$ cat config.mk
export PLATFORM = sky130hd
export DESIGN_NAME = cmd_frame_rx
export DESIGN_NICKNAME = d
export VERILOG_FILES = /design/src/rtl/cmd_frame_rx_pkg.sv /design/src/rtl/uart_rx_byte.sv /design/src/rtl/cmd_frame_rx.sv
export SDC_FILE = /design/constraint.sdc
export NUM_CORES = 1
export LEC_CHECK = 0
export CAP_MARGIN = 10
export CORE_ASPECT_RATIO = 1.1
export CORE_MARGIN = 1.5
export CORE_UTILIZATION = 26
export CTS_CLUSTER_SIZE = 24
export DETAILED_ROUTE_END_ITERATION = 7
export PLACE_DENSITY = 0.45
export REMOVE_ABC_BUFFERS = 1
export SLEW_MARGIN = 20
export SYNTH_ARGS = -nofsm -noshare
export SYNTH_HDL_FRONTEND = slang
export SYNTH_SLANG_ARGS = --single-unit
$ cat constraint.sdc
create_clock -name ExtClk -period 2.1 [get_ports ExtClk]
set_clock_uncertainty 0.05 [all_clocks]
set_input_delay 0.42 -clock ExtClk [delete_from_list [all_inputs] [get_ports ExtClk]]
set_output_delay 0.42 -clock ExtClk [all_outputs]
set_load 0.005 [all_outputs]
$ cat src/rtl/cmd_frame_rx_pkg.sv
// Shared definitions for the two-byte command frame receiver.
package cmd_frame_rx_pkg;

  localparam int unsigned CMD_WIDTH = 12;
  localparam int unsigned HALF_W    = CMD_WIDTH / 2;
  // HI byte carries bit HI_MARK set; bit LO_MARK must be clear in both bytes
  localparam int unsigned HI_MARK   = 7;
  localparam int unsigned LO_MARK   = 6;

  typedef enum logic [1:0] {RX_IDLE, RX_START, RX_DATA, RX_STOP} rx_state_t;
  typedef enum logic {WAIT_HI, WAIT_LO} asm_state_t;

  function automatic int unsigned clks_per_bit(int unsigned f_hz, int unsigned baud);
    return (f_hz / baud < 4) ? 4 : f_hz / baud;
  endfunction

endpackage

$ cat src/rtl/uart_rx_byte.sv
// 8N1 UART byte receiver: synchroniser, bit FSM, byte and stop-error strobes.
module uart_rx_byte
  import cmd_frame_rx_pkg::*;
#(
  parameter int unsigned CLKS_PER_BIT = 10
) (
  input  logic       i_clk,
  input  logic       i_rst_n,
  input  logic       i_rxd,
  output logic [7:0] o_byte,
  output logic       o_byte_valid,
  output logic       o_stop_err
);

  localparam int unsigned CNT_W = $clog2(CLKS_PER_BIT);
  localparam logic [CNT_W-1:0] HALF_M1 = CNT_W'(CLKS_PER_BIT / 2 - 1);
  localparam logic [CNT_W-1:0] FULL_M1 = CNT_W'(CLKS_PER_BIT - 1);

  logic             r_sync1, r_sync2, r_prev, r_armed;
  logic [1:0]       r_settle;
  rx_state_t        r_state, w_next;
  logic [CNT_W-1:0] r_cnt;
  logic [2:0]       r_bitcnt;
  logic [7:0]       r_shift;
  logic             w_half, w_full;

  assign w_half = (r_cnt == HALF_M1);
  assign w_full = (r_cnt == FULL_M1);
  assign o_byte = r_shift;

  always_comb begin
    w_next       = r_state;
    o_byte_valid = 1'b0;
    o_stop_err   = 1'b0;
    case (r_state)
      RX_IDLE:  if (r_armed && r_prev && !r_sync2) w_next = RX_START;
      RX_START: if (w_half) w_next = r_sync2 ? RX_IDLE : RX_DATA;
      RX_DATA:  if (w_full && r_bitcnt == 3'd7) w_next = RX_STOP;
      RX_STOP: begin
        if (w_full) begin
          w_next       = RX_IDLE;
          o_byte_valid = r_sync2;
          o_stop_err   = !r_sync2;
        end
      end
      default:  w_next = RX_IDLE;
    endcase
  end

  // Edges are only trusted once the synchroniser has flushed its reset value
  // and the real line has been seen high, so a line held low through reset
  // cannot start a byte.
  always_ff @(posedge i_clk or negedge i_rst_n) begin
    if (!i_rst_n) begin
      r_sync1  <= 1'b1;
      r_sync2  <= 1'b1;
      r_prev   <= 1'b0;
      r_armed  <= 1'b0;
      r_settle <= '0;
      r_state  <= RX_IDLE;
      r_cnt    <= '0;
      r_bitcnt <= '0;
      r_shift  <= '0;
    end else begin
      r_sync1 <= i_rxd;
      r_sync2 <= r_sync1;
      r_prev  <= r_sync2;
      if (r_settle != 2'd2) r_settle <= r_settle + 2'd1;
      r_armed <= r_armed | ((r_settle == 2'd2) & r_sync2);
      r_state <= w_next;
      if (r_state == RX_IDLE || w_next != r_state || w_full)
        r_cnt <= '0;
      else
        r_cnt <= r_cnt + 1'b1;
      if (r_state == RX_IDLE)
        r_bitcnt <= '0;
      else if (r_state == RX_DATA && w_full)
        r_bitcnt <= r_bitcnt + 3'd1;
      if (r_state == RX_DATA && w_full)
        r_shift <= {r_sync2, r_shift[7:1]};
    end
  end

endmodule

$ cat src/rtl/cmd_frame_rx.sv
// Assembles HI/LO UART byte pairs into 12-bit command words with inter-byte timeout.
module cmd_frame_rx
  import cmd_frame_rx_pkg::*;
#(
  parameter int unsigned CLK_FREQ_HZ  = 50000000,
  parameter int unsigned BAUD         = 115200,
  parameter int unsigned TIMEOUT_BITS = 32
) (
  input  logic                 ExtClk,
  input  logic                 ExtResetn,
  input  logic                 UartRxD,
  output logic [CMD_WIDTH-1:0] DataOut,
  output logic                 DataOutValid,
  output logic                 FrameError
);

  localparam int unsigned CLKS_PER_BIT = clks_per_bit(CLK_FREQ_HZ, BAUD);
  localparam int unsigned TMO_CLKS     = TIMEOUT_BITS * CLKS_PER_BIT;
  localparam int unsigned TMO_W        = $clog2(TMO_CLKS + 1);

  logic [7:0]           w_byte;
  logic                 w_byte_valid, w_stop_err;
  logic                 w_is_hi, w_is_lo, w_tmo_hit;
  logic                 w_valid_d, w_err_d, w_latch_hi;
  asm_state_t           r_asm, w_asm_next;
  logic [HALF_W-1:0]    r_hi;
  logic [CMD_WIDTH-1:0] r_data;
  logic                 r_valid, r_err;
  logic [TMO_W-1:0]     r_tmo;

  uart_rx_byte #(.CLKS_PER_BIT(CLKS_PER_BIT)) u_rx (
    .i_clk       (ExtClk),
    .i_rst_n     (ExtResetn),
    .i_rxd       (UartRxD),
    .o_byte      (w_byte),
    .o_byte_valid(w_byte_valid),
    .o_stop_err  (w_stop_err)
  );

  assign w_is_hi   = w_byte[HI_MARK] & ~w_byte[LO_MARK];
  assign w_is_lo   = ~w_byte[HI_MARK] & ~w_byte[LO_MARK];
  assign w_tmo_hit = (r_asm == WAIT_LO) && (r_tmo == TMO_W'(TMO_CLKS - 1));

  always_comb begin
    w_asm_next = r_asm;
    w_valid_d  = 1'b0;
    w_err_d    = 1'b0;
    w_latch_hi = 1'b0;
    if (w_stop_err) begin
      w_err_d    = 1'b1;
      w_asm_next = WAIT_HI;
    end else if (w_byte_valid) begin
      case (r_asm)
        WAIT_HI: begin
          if (w_is_hi) begin
            w_latch_hi = 1'b1;
            w_asm_next = WAIT_LO;
          end else begin
            w_err_d = 1'b1;
          end
        end
        WAIT_LO: begin
          if (w_is_lo) begin
            w_valid_d  = 1'b1;
            w_asm_next = WAIT_HI;
          end else if (w_is_hi) begin
            w_err_d    = 1'b1;
            w_latch_hi = 1'b1;
          end else begin
            w_err_d    = 1'b1;
            w_asm_next = WAIT_HI;
          end
        end
        default: w_asm_next = WAIT_HI;
      endcase
    end else if (w_tmo_hit) begin
      w_err_d    = 1'b1;
      w_asm_next = WAIT_HI;
    end
  end

  // Timer starts at 1 on the HI sample cycle so the error lands exactly
  // TMO_CLKS clocks after that sample; re-latching a HI restarts it.
  always_ff @(posedge ExtClk or negedge ExtResetn) begin
    if (!ExtResetn) begin
      r_asm   <= WAIT_HI;
      r_hi    <= '0;
      r_data  <= '0;
      r_valid <= 1'b0;
      r_err   <= 1'b0;
      r_tmo   <= '0;
    end else begin
      r_asm   <= w_asm_next;
      r_valid <= w_valid_d;
      r_err   <= w_err_d;
      if (w_latch_hi) r_hi <= w_byte[HALF_W-1:0];
      if (w_valid_d)  r_data <= {r_hi, w_byte[HALF_W-1:0]};
      if (w_latch_hi)
        r_tmo <= TMO_W'(1);
      else if (r_asm == WAIT_LO)
        r_tmo <= r_tmo + 1'b1;
      else
        r_tmo <= '0;
    end
  end

  assign DataOut      = r_data;
  assign DataOutValid = r_valid;
  assign FrameError   = r_err;

endmodule

# --- Yosys cells after proc, flatten, opt, wreduce, memory -nomap -nowiden ---
# Cells that the tools add are included.
totals:
  register_bits: 63
  in_bits: 3
  output_inout_bits: 14
  word_cells: 80
op_classes:
  n_addsub: 4
  eq_ne: 10
  n_mux: 33
  n_bitwise: 7
  n_reduce_logical: 11
op_table:
  columns: ["op", "count"]
  rows:
  - ["$mux 14", 2]
  - ["$mux 1", 20]
  - ["$add 14x1->14 const B", 1]
  - ["$eq 14x14->1 const B", 1]
  - ["$mux 2", 5]
  - ["$add 9x1->9 const B", 1]
  - ["$eq 9x8->1 const B", 1]
  - ["$eq 9x9->1 const B", 1]
  - ["$mux 9", 1]
  - ["$pmux 2 s4", 1]
  - ["$eq 2x2->1 const B", 3]
  - ["$mux 3", 2]
  - ["$logic_and 1x1->1", 5]
  - ["$pmux 1 s2", 2]
  - ["$add 3x1->3 const B", 1]
  - ["$and 1x1->1", 3]
  - ["$eq 3x3->1 const B", 1]
  - ["$not 1->1", 3]
  - ["$reduce_bool 3->1", 1]
  - ["$add 2x1->2 const B", 1]
  - ["$eq 2x1->1 const B", 1]
  - ["$logic_not 2->1", 1]
  - ["$logic_or 1x1->1", 2]
  - ["$ne 2x2->1", 1]
  - ["other kinds (4)", 4]

# --- Longest topological paths before layout ---
depth:
  word_depth: 8
  depth_mapped: 7
  ltp_nobuf: 6

# --- Cells and area by module ---
# From an unflattened synthesis, not the netlist that was laid out.
unflattened:
  cells_unflattened: 226
  hier_area_um2: 2830.2
modules_own_cells:
  columns: ["module", "n_inst", "cells_each", "area_per_inst_um2", "seq_area_each_um2"]
  rows:
  - ["cmd_frame_rx", 1, 117, 1487.7, 875.8]
  - ["uart_rx_byte", 1, 109, 1342.5, 703.2]

# --- Worst setup path before layout ---
# OpenSTA, ideal clock, no wires.
synth_path:
  kind: "register -> register"
  startpoint: "register u_rx.r_cnt[1]"
  endpoint: "register r_data[10] (netlist: DataOut[10])"
  setup_ns: 0.125
  arrival_time_ns: 1.649
  required_time_ns: 1.925
  setup_slack_ns: 0.276
  path_stages_with_launch: 8
  synth_period_minus_slack_ns: 1.824
  path_cell_list: "dfrtp_1 > inv_1 > ha_1 > nand4b_2 > nor3_4 > nand4b_4 > buf_6 > mux2_4"
synth_via:
  elab_chain_len: 5
  word_cells_on_any_way: 7
  classes_between: "eq/ne: 1; mux: 6"
synth_lines:
  columns: ["element", "line_no", "source"]
  rows:
  - ["start, declared", "uart_rx_byte.sv:22", "logic [CNT_W-1:0] r_cnt;"]
  - ["start signal, assigned", "uart_rx_byte.sv:74", "r_cnt <= r_cnt + 1'b1;"]
  - ["$eq 9x9->1 *", "uart_rx_byte.sv:28", "assign w_full = (r_cnt == FULL_M1);"]
  - ["$mux 1", "uart_rx_byte.sv:40", "if (w_full) begin"]
  - ["$mux 1", "uart_rx_byte.sv:35", "case (r_state)"]
  - ["$mux 1", "cmd_frame_rx.sv:52", "end else if (w_byte_valid) begin"]
  - ["$mux 1 *", "cmd_frame_rx.sv:49", "if (w_stop_err) begin"]
  - ["end signal, assigned", "cmd_frame_rx.sv:97", "if (w_valid_d) r_data <= {r_hi, w_byte[HALF_W-1:0]};"]
  - ["end, declared", "cmd_frame_rx.sv:27", "logic [CMD_WIDTH-1:0] r_data;"]
# Every way passes the cells marked *; elsewhere a longest branch is shown, timed or not.
# A chain may end at the register's enable or synchronous reset.

# --- Worst setup path after layout ---
layout_path:
  startpoint: "register u_rx.r_cnt[1]"
  endpoint: "register r_hi[3]"
layout_via:
  elab_chain_len: 5
  word_cells_on_any_way: 7
  classes_between: "eq/ne: 1; mux: 6"
layout_lines:
  columns: ["element", "line_no", "source"]
  rows:
  - ["$eq 9x9->1 *", "uart_rx_byte.sv:28", null]
  - ["$mux 1", "uart_rx_byte.sv:40", null]
  - ["$mux 1", "uart_rx_byte.sv:35", null]
  - ["$mux 1", "cmd_frame_rx.sv:52", null]
  - ["$mux 1 *", "cmd_frame_rx.sv:49", null]
  - ["end signal, assigned", "cmd_frame_rx.sv:96", "if (w_latch_hi) r_hi <= w_byte[HALF_W-1:0];"]
  - ["end, declared", "cmd_frame_rx.sv:26", "logic [HALF_W-1:0] r_hi;"]
# Marks and branches as above.

==> results.tsv <==
metric	value	unit
WL final	5010	µm
vias in the first global route	1668	
worst hold margin	-0.00199	ns
Slew headroom	66.5	%
Post-CTS Hold Fix Bufs	0	
HPWL Detailed	3450	µm
grt total ovfl	0	
Post-Synth Simple-Gate Area	15.6	%
Clk pin slew, worst setup/hold paths	0.05	ns
# fillers	1094	
PD cells	881	nW/µm²
Worst-Margin Slew	0.499	ns
DP Area	3230	µm²
top_reg_cell synth	dfrtp_1	
Max-Cap Viols	0	
critical path arrival	2.09	ns
cts bufs inserted	9	
worst vdd ir	399	µV
commonest cells after routing, fill and taps aside	dfrtp_1, mux2_2, clkdlybuf4s50_1	
Lkg Pwr	1.73	nW
largest net degree at the start of global routing	46	
CP required	2.25	ns
via/cell ratio	4.26	
final std cell area, no fill	3540	µm²
FMAX	516	MHz
setup violators final	0	
root buf cell	clkbuf_16	
Synth warnings	0	
initial core utilization	27.0	%
Setup crit start kind	register	
Post-synth EDFFs	0	
PostCTS Resize Cnt	0	
sum of buffers and inverters on the critical path	2	
Reg area	1580	µm²
CTS tree	built	
CP endpoint kind	register	
Placer Congestion	0.697	
max incr delay on CP	0.40	ns
fin util	33.6	%
I/O pin count	17	
RSZ-0062 raised after global routing	no	
Worst path top cell family by delay	simple AND/OR/NAND/NOR gates	
ANT cells	0	
post-route DRC violation count	0	
die area	11600	µm²
CP Cell Sequence	inv_1 -> ha_1 -> nand4b_2 -> nor3_4 -> nand3_2 -> buf_4 -> mux2_2	
adder-cell share of the synthesized area	3.08	%
cells after synthesis	221	
multiplexer share of the synthesized area	11.9	%
Period minus WS final	1.94	ns
Pre-antenna DRT Iters	4	
initial antenna violation count	0	
Setup CP Type	reg -> reg	
syn_area_per_cell	12.9	µm²
input/output buffers	16	
Seq/Total Area, Yosys	55.4	%
Vias	1703	
Final Max Slew Viols	0	
Crit-path slowest cell	dfrtp_1	
area of the core	10500	µm²
Die Width	103	µm
Min-Delay Path Class	in -> async	
outcome	finished with violations	
Routed WL per cell	12.5	µm
H-tree levels	3	
GRT Total Usage	9.93	%
#FFs+latches synth	63	
first-pass GRT wire length	8630	µm
final hold viol count	3	
worst skew pair latency	0.32	ns
Area Growth Syn to Fin	24.2	%
CTS max path bufs	2	
period utilization	92.3	%
clock sinks	63	
share of cells above drive strength 1	25.7	%
Mapped Area	2850	µm²
TNS Setup	0	ns
Final ANT Viol Nets	0	
Rows	39	
xor/xnor cell area share of the yosys netlist	6.15	%
DR iter-0 viols	69	
failing checks	negative hold slack	
Compound-Gate Fraction of Synth Area	4.92	%
Max FO, Critical Path	6	
largest family of logic cells by synthesized area	simple AND/OR/NAND/NOR gates	
footprint of the multi-input gates	1190	µm²
most common cell after layout, fill and taps aside	dfrtp_1	
setup bufs post-CTS	0	
Die Y	113	µm
Netlist cell types	38	
Async SR Flop Fraction	100	%
nets@finish	262	
==> cells in the mapped netlist (all sizes together), types with 2 or more instances <==
cell type	number	area (µm²)
a22o	5	43.8
and3	13	81.3
buf	3	33.8
clkbuf	4	15.0
dfrtp	61	1530
dfstp	2	52.6
ha	7	87.6
inv	9	33.8
mux2	27	338
nand2	12	45.0
nand3	7	40.0
nand4	3	18.8
nand4b	3	47.5
nor2	14	52.6
nor3	8	51.3
nor4	5	31.3
o21ai	3	15.0
o2bb2ai	2	17.5
xnor2	9	78.8
xor2	11	96.3
==> sequential cells by signal (all words and copies together), names as in the netlist <==
signal,cells
u_rx.o_byte,8
r_tmo,14
DataOutValid,1
u_rx.r_bitcnt,3
u_rx.r_sync1,1
r_hi,6
DataOut,12
FrameError,1
u_rx.r_sync2,1
u_rx.r_prev,1
u_rx.r_settle,2
u_rx.r_armed,1
u_rx.r_state,2
u_rx.r_cnt,9
r_asm,1
==> cell type report <==
class / instances / share of cell area (%)
multi-input cells: 142 / 33.5
flip-flops and latches: 63 / 44.6
well taps: 143 / 5.06
repair buffers: 27 / 7.07
clock buffers: 11 / 7.15
clock inverters: 5 / 1.59
inverters: 9 / 0.955
==> per-stage QoR <==
step	worst slack [ns]	cells	power, W
floorplan	0.249	214	0.00154
global placement	0.192	384	0.00165
detailed placement	0.146	384	0.00166
CTS	0.131	400	0.00318
global route	0.0503	400	0.00329
finish	0.162	400	0.00312
==> where the power goes <==
group          switching (W)  internal, W  total [W]
registers          0.0000691      0.00128    0.00135
clock network       0.000511     0.000980    0.00149
logic               0.000141     0.000133   0.000274
total               0.000722      0.00240    0.00312
==> cells by family after synthesis <==
group	Yosys count
AO/OA/AOI/OAI	16
XOR/XNOR	20
adder cells (fa/ha/maj)	7
buffers and inverters	16
flip-flops	63
multiplexers	27
AND/OR/NAND/NOR	72
==> worst paths after layout <==
check	start	to	slack [ns]	cells after the start
worst min-delay path	ExtResetn	r_tmo[12]$_DFF_PN0_	-0.002	1
max in group asynchronous	ExtResetn	u_rx.r_sync1$_DFF_PN1_	1.34	2
min in group ExtClk	u_rx.r_sync1$_DFF_PN1_	u_rx.r_sync2$_DFF_PN1_	0.30	0
worst min register to register	u_rx.r_sync1$_DFF_PN1_	u_rx.r_sync2$_DFF_PN1_	0.30	0
worst max-delay path	u_rx.r_cnt[1]$_DFF_PN0_	r_hi[3]$_DFFE_PN0P_	0.16	7
worst max register to register	u_rx.r_cnt[1]$_DFF_PN0_	r_hi[3]$_DFFE_PN0P_	0.16	7
==> routing by layer <==
layer / track usage [%] / share of wire, %
met3: 3.95 / 3.9
met2: 14.3 / 44
met5: 0 / 0
met4: 4.05 / 1.5
met1: 13.3 / 50
(Power assumes the default switching activity.)
